===== src/rtl/issue_defs_pkg.sv =====
// Pipeline packet types exchanged between issue, execute_div and commit.
package issue_defs_pkg;

  typedef struct packed {
    logic        enable;
    logic        valid;
    logic [6:0]  rob_id;
    logic [5:0]  dest_phy;
    logic [31:0] src1_value;
    logic [31:0] src2_value;
    logic [1:0]  sub_op;
  } issue_execute_pack_t;

  typedef struct packed {
    logic       enable;
    logic       flush;
    logic [6:0] next_handle_rob_id;
    logic       has_exception;
  } commit_feedback_pack_t;

endpackage


===== src/rtl/issue_div_fifo_if.sv =====
// Issue-to-divider queue bus: issue side pushes, execute_div side pops.
interface issue_div_fifo_if #(
  parameter int DEPTH = 4,
  parameter int CNT_W = $clog2(DEPTH + 1)
);
  issue_defs_pkg::issue_execute_pack_t issue_div_fifo_data_in;
  logic                                issue_div_fifo_push;
  logic                                issue_div_fifo_full;
  logic [CNT_W-1:0]                    issue_div_fifo_count;
  issue_defs_pkg::issue_execute_pack_t issue_div_fifo_data_out;
  logic                                issue_div_fifo_data_out_valid;
  logic                                issue_div_fifo_pop;

  modport master (
    output issue_div_fifo_data_in,
    output issue_div_fifo_push,
    output issue_div_fifo_pop,
    input  issue_div_fifo_full,
    input  issue_div_fifo_count,
    input  issue_div_fifo_data_out,
    input  issue_div_fifo_data_out_valid
  );

  modport slave (
    input  issue_div_fifo_data_in,
    input  issue_div_fifo_push,
    input  issue_div_fifo_pop,
    output issue_div_fifo_full,
    output issue_div_fifo_count,
    output issue_div_fifo_data_out,
    output issue_div_fifo_data_out_valid
  );

endinterface


===== src/rtl/issue_div_fifo.sv =====
// First-word-fall-through queue feeding one divide unit; a commit flush
// empties it. All outputs derive from registered state only.
module issue_div_fifo #(
  parameter int DEPTH = 4,
  parameter int CNT_W = $clog2(DEPTH + 1)
) (
  input  logic                                  clk,
  input  logic                                  rst,
  issue_div_fifo_if.slave                       bus,
  input  issue_defs_pkg::commit_feedback_pack_t commit_feedback_pack
);

  localparam int               PTR_W    = $clog2(DEPTH);
  localparam logic [PTR_W-1:0] PTR_LAST = PTR_W'(DEPTH - 1);
  localparam logic [CNT_W-1:0] CNT_FULL = CNT_W'(DEPTH);

  issue_defs_pkg::issue_execute_pack_t r_storage [DEPTH];
  logic [PTR_W-1:0] r_rptr;
  logic [PTR_W-1:0] r_wptr;
  logic [CNT_W-1:0] r_count;

  logic             w_flush;
  logic             w_full;
  logic             w_valid;
  logic             w_push_ok;
  logic             w_pop_ok;
  logic [PTR_W-1:0] w_rptr_inc;
  logic [PTR_W-1:0] w_wptr_inc;
  logic             w_unused_cfb;

  assign w_flush   = commit_feedback_pack.enable & commit_feedback_pack.flush;
  assign w_full    = (r_count == CNT_FULL);
  assign w_valid   = (r_count != '0);
  // Accept decisions use registered full/valid: no bypass in either direction.
  assign w_push_ok = bus.issue_div_fifo_push & ~w_full;
  assign w_pop_ok  = bus.issue_div_fifo_pop & w_valid;

  // DEPTH need not be a power of two, so wrap by compare.
  assign w_rptr_inc = (r_rptr == PTR_LAST) ? '0 : r_rptr + PTR_W'(1);
  assign w_wptr_inc = (r_wptr == PTR_LAST) ? '0 : r_wptr + PTR_W'(1);

  assign w_unused_cfb = ^{commit_feedback_pack.next_handle_rob_id,
                          commit_feedback_pack.has_exception};

  always_ff @(posedge clk) begin
    if (rst || w_flush) begin
      r_rptr  <= '0;
      r_wptr  <= '0;
      r_count <= '0;
    end else begin
      if (w_push_ok) begin
        r_wptr <= w_wptr_inc;
      end
      if (w_pop_ok) begin
        r_rptr <= w_rptr_inc;
      end
      case ({w_push_ok, w_pop_ok})
        2'b10:   r_count <= r_count + CNT_W'(1);
        2'b01:   r_count <= r_count - CNT_W'(1);
        default: r_count <= r_count;
      endcase
    end
  end

  // Storage has no reset; stale entries are masked by the count.
  always_ff @(posedge clk) begin
    if (!rst && !w_flush && w_push_ok) begin
      r_storage[r_wptr] <= bus.issue_div_fifo_data_in;
    end
  end

  assign bus.issue_div_fifo_full           = w_full;
  assign bus.issue_div_fifo_count          = r_count;
  assign bus.issue_div_fifo_data_out_valid = w_valid;
  assign bus.issue_div_fifo_data_out       = w_valid ? r_storage[r_rptr] : '0;

endmodule

===== src/flat_wrapper.sv =====
// flat-port wrapper written by rule: the top's interface ports become plain ports
module issue_div_fifo_flat 
#(
  parameter int DEPTH = 4,
  parameter int CNT_W = $clog2(DEPTH + 1)
)
  (clk, rst, commit_feedback_pack, bus_issue_div_fifo_data_in, bus_issue_div_fifo_push, bus_issue_div_fifo_pop, bus_issue_div_fifo_full, bus_issue_div_fifo_count, bus_issue_div_fifo_data_out, bus_issue_div_fifo_data_out_valid);
  issue_div_fifo_if #(.DEPTH(DEPTH), .CNT_W(CNT_W)) bus_i ();
  input  logic clk;
  input  logic rst;
  input  issue_defs_pkg::commit_feedback_pack_t commit_feedback_pack;
  input wire logic [$bits(bus_i.issue_div_fifo_data_in)-1:0] bus_issue_div_fifo_data_in;
  input wire logic [$bits(bus_i.issue_div_fifo_push)-1:0] bus_issue_div_fifo_push;
  input wire logic [$bits(bus_i.issue_div_fifo_pop)-1:0] bus_issue_div_fifo_pop;
  output wire logic [$bits(bus_i.issue_div_fifo_full)-1:0] bus_issue_div_fifo_full;
  output wire logic [$bits(bus_i.issue_div_fifo_count)-1:0] bus_issue_div_fifo_count;
  output wire logic [$bits(bus_i.issue_div_fifo_data_out)-1:0] bus_issue_div_fifo_data_out;
  output wire logic [$bits(bus_i.issue_div_fifo_data_out_valid)-1:0] bus_issue_div_fifo_data_out_valid;
  assign bus_i.issue_div_fifo_data_in = bus_issue_div_fifo_data_in;
  assign bus_i.issue_div_fifo_push = bus_issue_div_fifo_push;
  assign bus_i.issue_div_fifo_pop = bus_issue_div_fifo_pop;
  assign bus_issue_div_fifo_full = bus_i.issue_div_fifo_full;
  assign bus_issue_div_fifo_count = bus_i.issue_div_fifo_count;
  assign bus_issue_div_fifo_data_out = bus_i.issue_div_fifo_data_out;
  assign bus_issue_div_fifo_data_out_valid = bus_i.issue_div_fifo_data_out_valid;
  issue_div_fifo #(.DEPTH(DEPTH), .CNT_W(CNT_W)) u_core (.clk(clk), .rst(rst), .bus(bus_i), .commit_feedback_pack(commit_feedback_pack));
endmodule

===== config.mk =====
export PLATFORM = sky130hd
export DESIGN_NAME = issue_div_fifo_flat
export DESIGN_NICKNAME = d
export VERILOG_FILES = /design/src/rtl/issue_defs_pkg.sv /design/src/rtl/issue_div_fifo_if.sv /design/src/rtl/issue_div_fifo.sv /design/src/flat_wrapper.sv
export SDC_FILE = /design/constraint.sdc
export NUM_CORES = 1
export LEC_CHECK = 0
export CAP_MARGIN = 5
export CELL_PAD_IN_SITES_DETAIL_PLACEMENT = 0
export CELL_PAD_IN_SITES_GLOBAL_PLACEMENT = 1
export CORE_UTILIZATION = 47
export CTS_CLUSTER_SIZE = 25
export DETAILED_ROUTE_END_ITERATION = 6
export PLACE_DENSITY_LB_ADDON = 0.1
export SLEW_MARGIN = 20
export SYNTH_ARGS = -nofsm -noshare
export SYNTH_HDL_FRONTEND = slang
export SYNTH_SLANG_ARGS = --single-unit

===== constraint.sdc =====
create_clock -name clk -period 2.8 [get_ports clk]
set_clock_uncertainty 0.1 [all_clocks]
set_input_delay 0.28 -clock clk [delete_from_list [all_inputs] [get_ports clk]]
set_output_delay 0.28 -clock clk [all_outputs]
set_load 0.02 [all_outputs]

==> flow_metrics.py <==
metrics = {
    "pwr": {
        "clkPwrFrac": 0.363,
        "p_int_mw": 8.963,
        "p_leak_nw": 5.608,
        "p_switching_mw": 2.734,
        "p_sw_frac": 0.2338,
        "ir_drop_uv": 518.7,
        "seqPwrFrac": 0.481,
        "powerDensity_nw_per_um2": 723.4,
        "combPwrFrac": 0.156,
    },
    "place": {
        "dp_hpwl_um": 14060,
        "io_buffers": 172,
        "gp_congestion": 0.7195,
        "dp_cells": 1066,
    },
    "sta": {
        "setup_viol": 0,
        "slew_violations": 0,
        "fin_tns_setup_ps": 0,
        "rsz0062_at_grt": "false",
        "period_needed_ps": 2638,
        "worst_pin_slew_ps": 515.5,
        "max_slew_margin": 0.6534,
        "hold_viol_final": 0,
        "min_period_over_period": 0.9421,
        "max_freq_mhz": 379.1,
    },
    "clocking": {
        "cts_sinks": 333,
        "root_buffer": "clkbuf_16",
        "cts.clk_slew.worst_paths_ps": 60,
        "hold_buffers": 0,
        "cts_max_level": 2,
        "cts-buffers-inserted": 36,
        "cts.path.max_buffers": 3,
        "cts_tree": "yes",
        "clkLatencyLatePin_ps": 500,
    },
    "drt": {
        "via_per_inst": 5.385,
        "vias": 6123,
        "postRouteAntennaNets": 0,
        "drc": 0,
        "totalWireLength_um": 24850,
        "avgRoutedWirePerCell_um": 21.86,
        "drt_first_pass_iters": 4,
        "dr.first_iter.drc_count": 397,
    },
    "final_layout": {
        "nFillCells": 1888,
        "layout-drive-gt1-share": 0.2072,
        "fin_nets": 881,
        "multi_input_area_um2": 2640,
        "syn_to_final_growth_pct": 26.78,
        "fin_cells": 1137,
        "seqCellArea_um2": 9918,
        "finish.utilization": 0.6135,
    },
    "logic_synthesis": {
        "ys_ff_latch": 333,
        "netlist_area_um2": 12750,
        "avgSynthCellArea_um2": 22.45,
        "ys_seq_area_frac": 0.7770,
        "synth_area_leaders": "edfxtp_1 76%, mux4_2 14%, and2_1 4.0%",
        "yosysTopAreaCellShare": 0.7629,
        "yosys_warnings": 0,
        "synthCells": 568,
        "yosysUniqueCellTypes": 25,
        "synth.largest_area_cell": "edfxtp_1",
        "syn_nets": 670,
    },
    "global_route": {
        "overflow": 0,
        "grt_pass1_wl_um": 39040,
        "grt_pass1_vias": 6804,
        "grt_max_degree": 67,
        "antenna_found_initial": 2,
        "grt_use_total": 0.1884,
    },
    "worst_setup_path": {
        "cp_cell_sequence": "buf_4 -> buf_16 -> mux4_2 -> and2_1 -> dlygate4sd2_1",
        "slowest_delay_ps": 530,
        "critPathArrivalTime_ps": 2260,
        "worstSetupPathType": "flop to output port",
        "cp_max_fo": 19,
        "cp_slowest_cell": "mux4_2",
        "crit_path_end_kind": "output port",
        "critical_path_buf_inv_count": 3,
        "path_delay_family": "buffers and inverters",
        "critPathLaunchType": "flop",
        "crit_required_ps": 2420,
    },
    "floorplanning": {
        "die_h_um": 166.7,
        "rows": 59,
        "dieArea_um2": 27800,
        "io-pin-count": 181,
        "fp.dieW_um": 166.7,
        "core_um2": 26350,
        "start_util": 0.4839,
    },
    "job": {
        "cap_viol_max_count": 0,
    },
    "worst_hold_path": {
        "hp-class": "primary input to flop",
    },
    "outcome": {
        "status": "finished clean",
    },
}
-- area by class of cell --
class	instances	area share
timing repair buffer	201	0.1302
antenna	1	0.0001548
clock inverter	10	0.004256
tap	335	0.02592
sequential	333	0.6134
inverter	8	0.001857
multi-input combinational	199	0.1633
clock buffer	50	0.06090
-- per-stage QoR --
| stage | hold slack (ps) | power, mW | instance area [um2] | setup WS (ps) |
|---|---|---|---|---|
| floorplan | 278.9 | 6.762 | 12750 | 167.5 |
| global placement | 364.7 | 7.651 | 15000 | 298.3 |
| detailed placement | 377.6 | 7.677 | 15000 | 165.0 |
| CTS | 291.0 | 11.86 | 16150 | 1.259 |
| global route | 303.3 | 12.16 | 16170 | 45.30 |
| finish | 306.1 | 11.70 | 16170 | 162.1 |
-- registers in the layout, summed over array words and instances (netlist names), named ones only --
signal,flops
u_core.bus.issue_div_fifo_count,3
u_core.r_wptr,2
u_core.r_storage,324
u_core.r_rptr,2
-- logic make-up (layout without fill, tap and decap cells) --
logic type / Yosys count / in the layout / share of synthesized area
AO/OA/AOI/OAI: 10 / 10 / 0.005494
XOR/XNOR: 2 / 2 / 0.001374
adder cells (fa/ha/maj): 7 / 7 / 0.007456
buffers and inverters: 36 / 269 / 0.01727
flip-flops: 333 / 333 / 0.7770
multiplexers: 81 / 81 / 0.1430
other: 0 / 1 / 0
AND/OR/NAND/NOR: 99 / 99 / 0.04837
-- placed cells by master (no fill, tap or decap) --
master and instances:
ha_1 6, bufbuf_16 1, o21ai_0 2, bufinv_16 1, o31ai_1 1, clkdlybuf4s50_1 91
inv_1 8, edfxtp_1 324, mux4_2 81, nor2_1 4, clkbuf_16 37, a21o_1 1
buf_4 14, and2_1 81, dlygate4sd2_1 73, a21oi_1 4, or3_2 2, dfxtp_1 6
buf_16 5, clkinv_2 4, diode_2 1, and2_4 1, nand4_1 2, nand2_1 2
and3_4 4, o31ai_2 2, clkbuf_1 12, clkbuf_8 1, buf_12 9, fa_1 1
dlymetal6s2s_1 8, clkinv_1 5, xor2_1 2, or3b_4 1, dfxtp_4 2, dfxtp_2 1
nand3_1 1, or3_1 1
-- routing by layer --
metal	global-route usage	vias up	wire length, um
li1	-	2738	-
met1	0.2428	3173	10280
met2	0.3219	171	12680
met3	0.04325	39	1394
met4	0.05395	2	486
met5	0	-	13
-- cells in the mapped netlist (all sizes together) --
cell type	n
and2	82
clkbuf	10
nor2	4
or3b	1
mux4	81
fa	1
buf	18
a21oi	4
or3	3
xor2	2
nand3	1
ha	6
o31ai	3
dfxtp	9
and3	4
nand2	2
edfxtp	324
o21ai	2
inv	8
nand4	2
a21o	1
-- power by group through the flow --
| stage | registers [mW] | clock network (mW) | logic [mW] |
|---|---|---|---|
| after global placement | 5.72 | 0 | 1.93 |
| after detailed placement | 5.73 | 0 | 1.95 |
| after global routing | 5.64 | 4.57 | 1.96 |
| after floorplan | 5.73 | 0 | 1.03 |
| final | 5.63 | 4.24 | 1.83 |
| after CTS | 5.63 | 4.36 | 1.87 |
-- final timing paths --
path                                      start                                 end  slack [ps]  depth (start not counted)
max reg2reg  u_core.bus.issue_div_fifo_count[0]  u_core.bus.issue_div_fifo_count[2]         180                          9
min reg2reg                    u_core.r_rptr[0]                                flop         410                          2
min              bus_issue_div_fifo_data_in[61]             u_core.r_storage[3][61]         310                          1
max                                        flop     bus_issue_div_fifo_data_out[62]         160                          5
-- what timing repair did --
action                                  in CTS  in global routing
buffers inserted                             6                  0
resized for setup                           79                 11
cloned                                       4                  0
endpoints found under the setup margin      82                 12
Power figures use the tool's default switching activity.
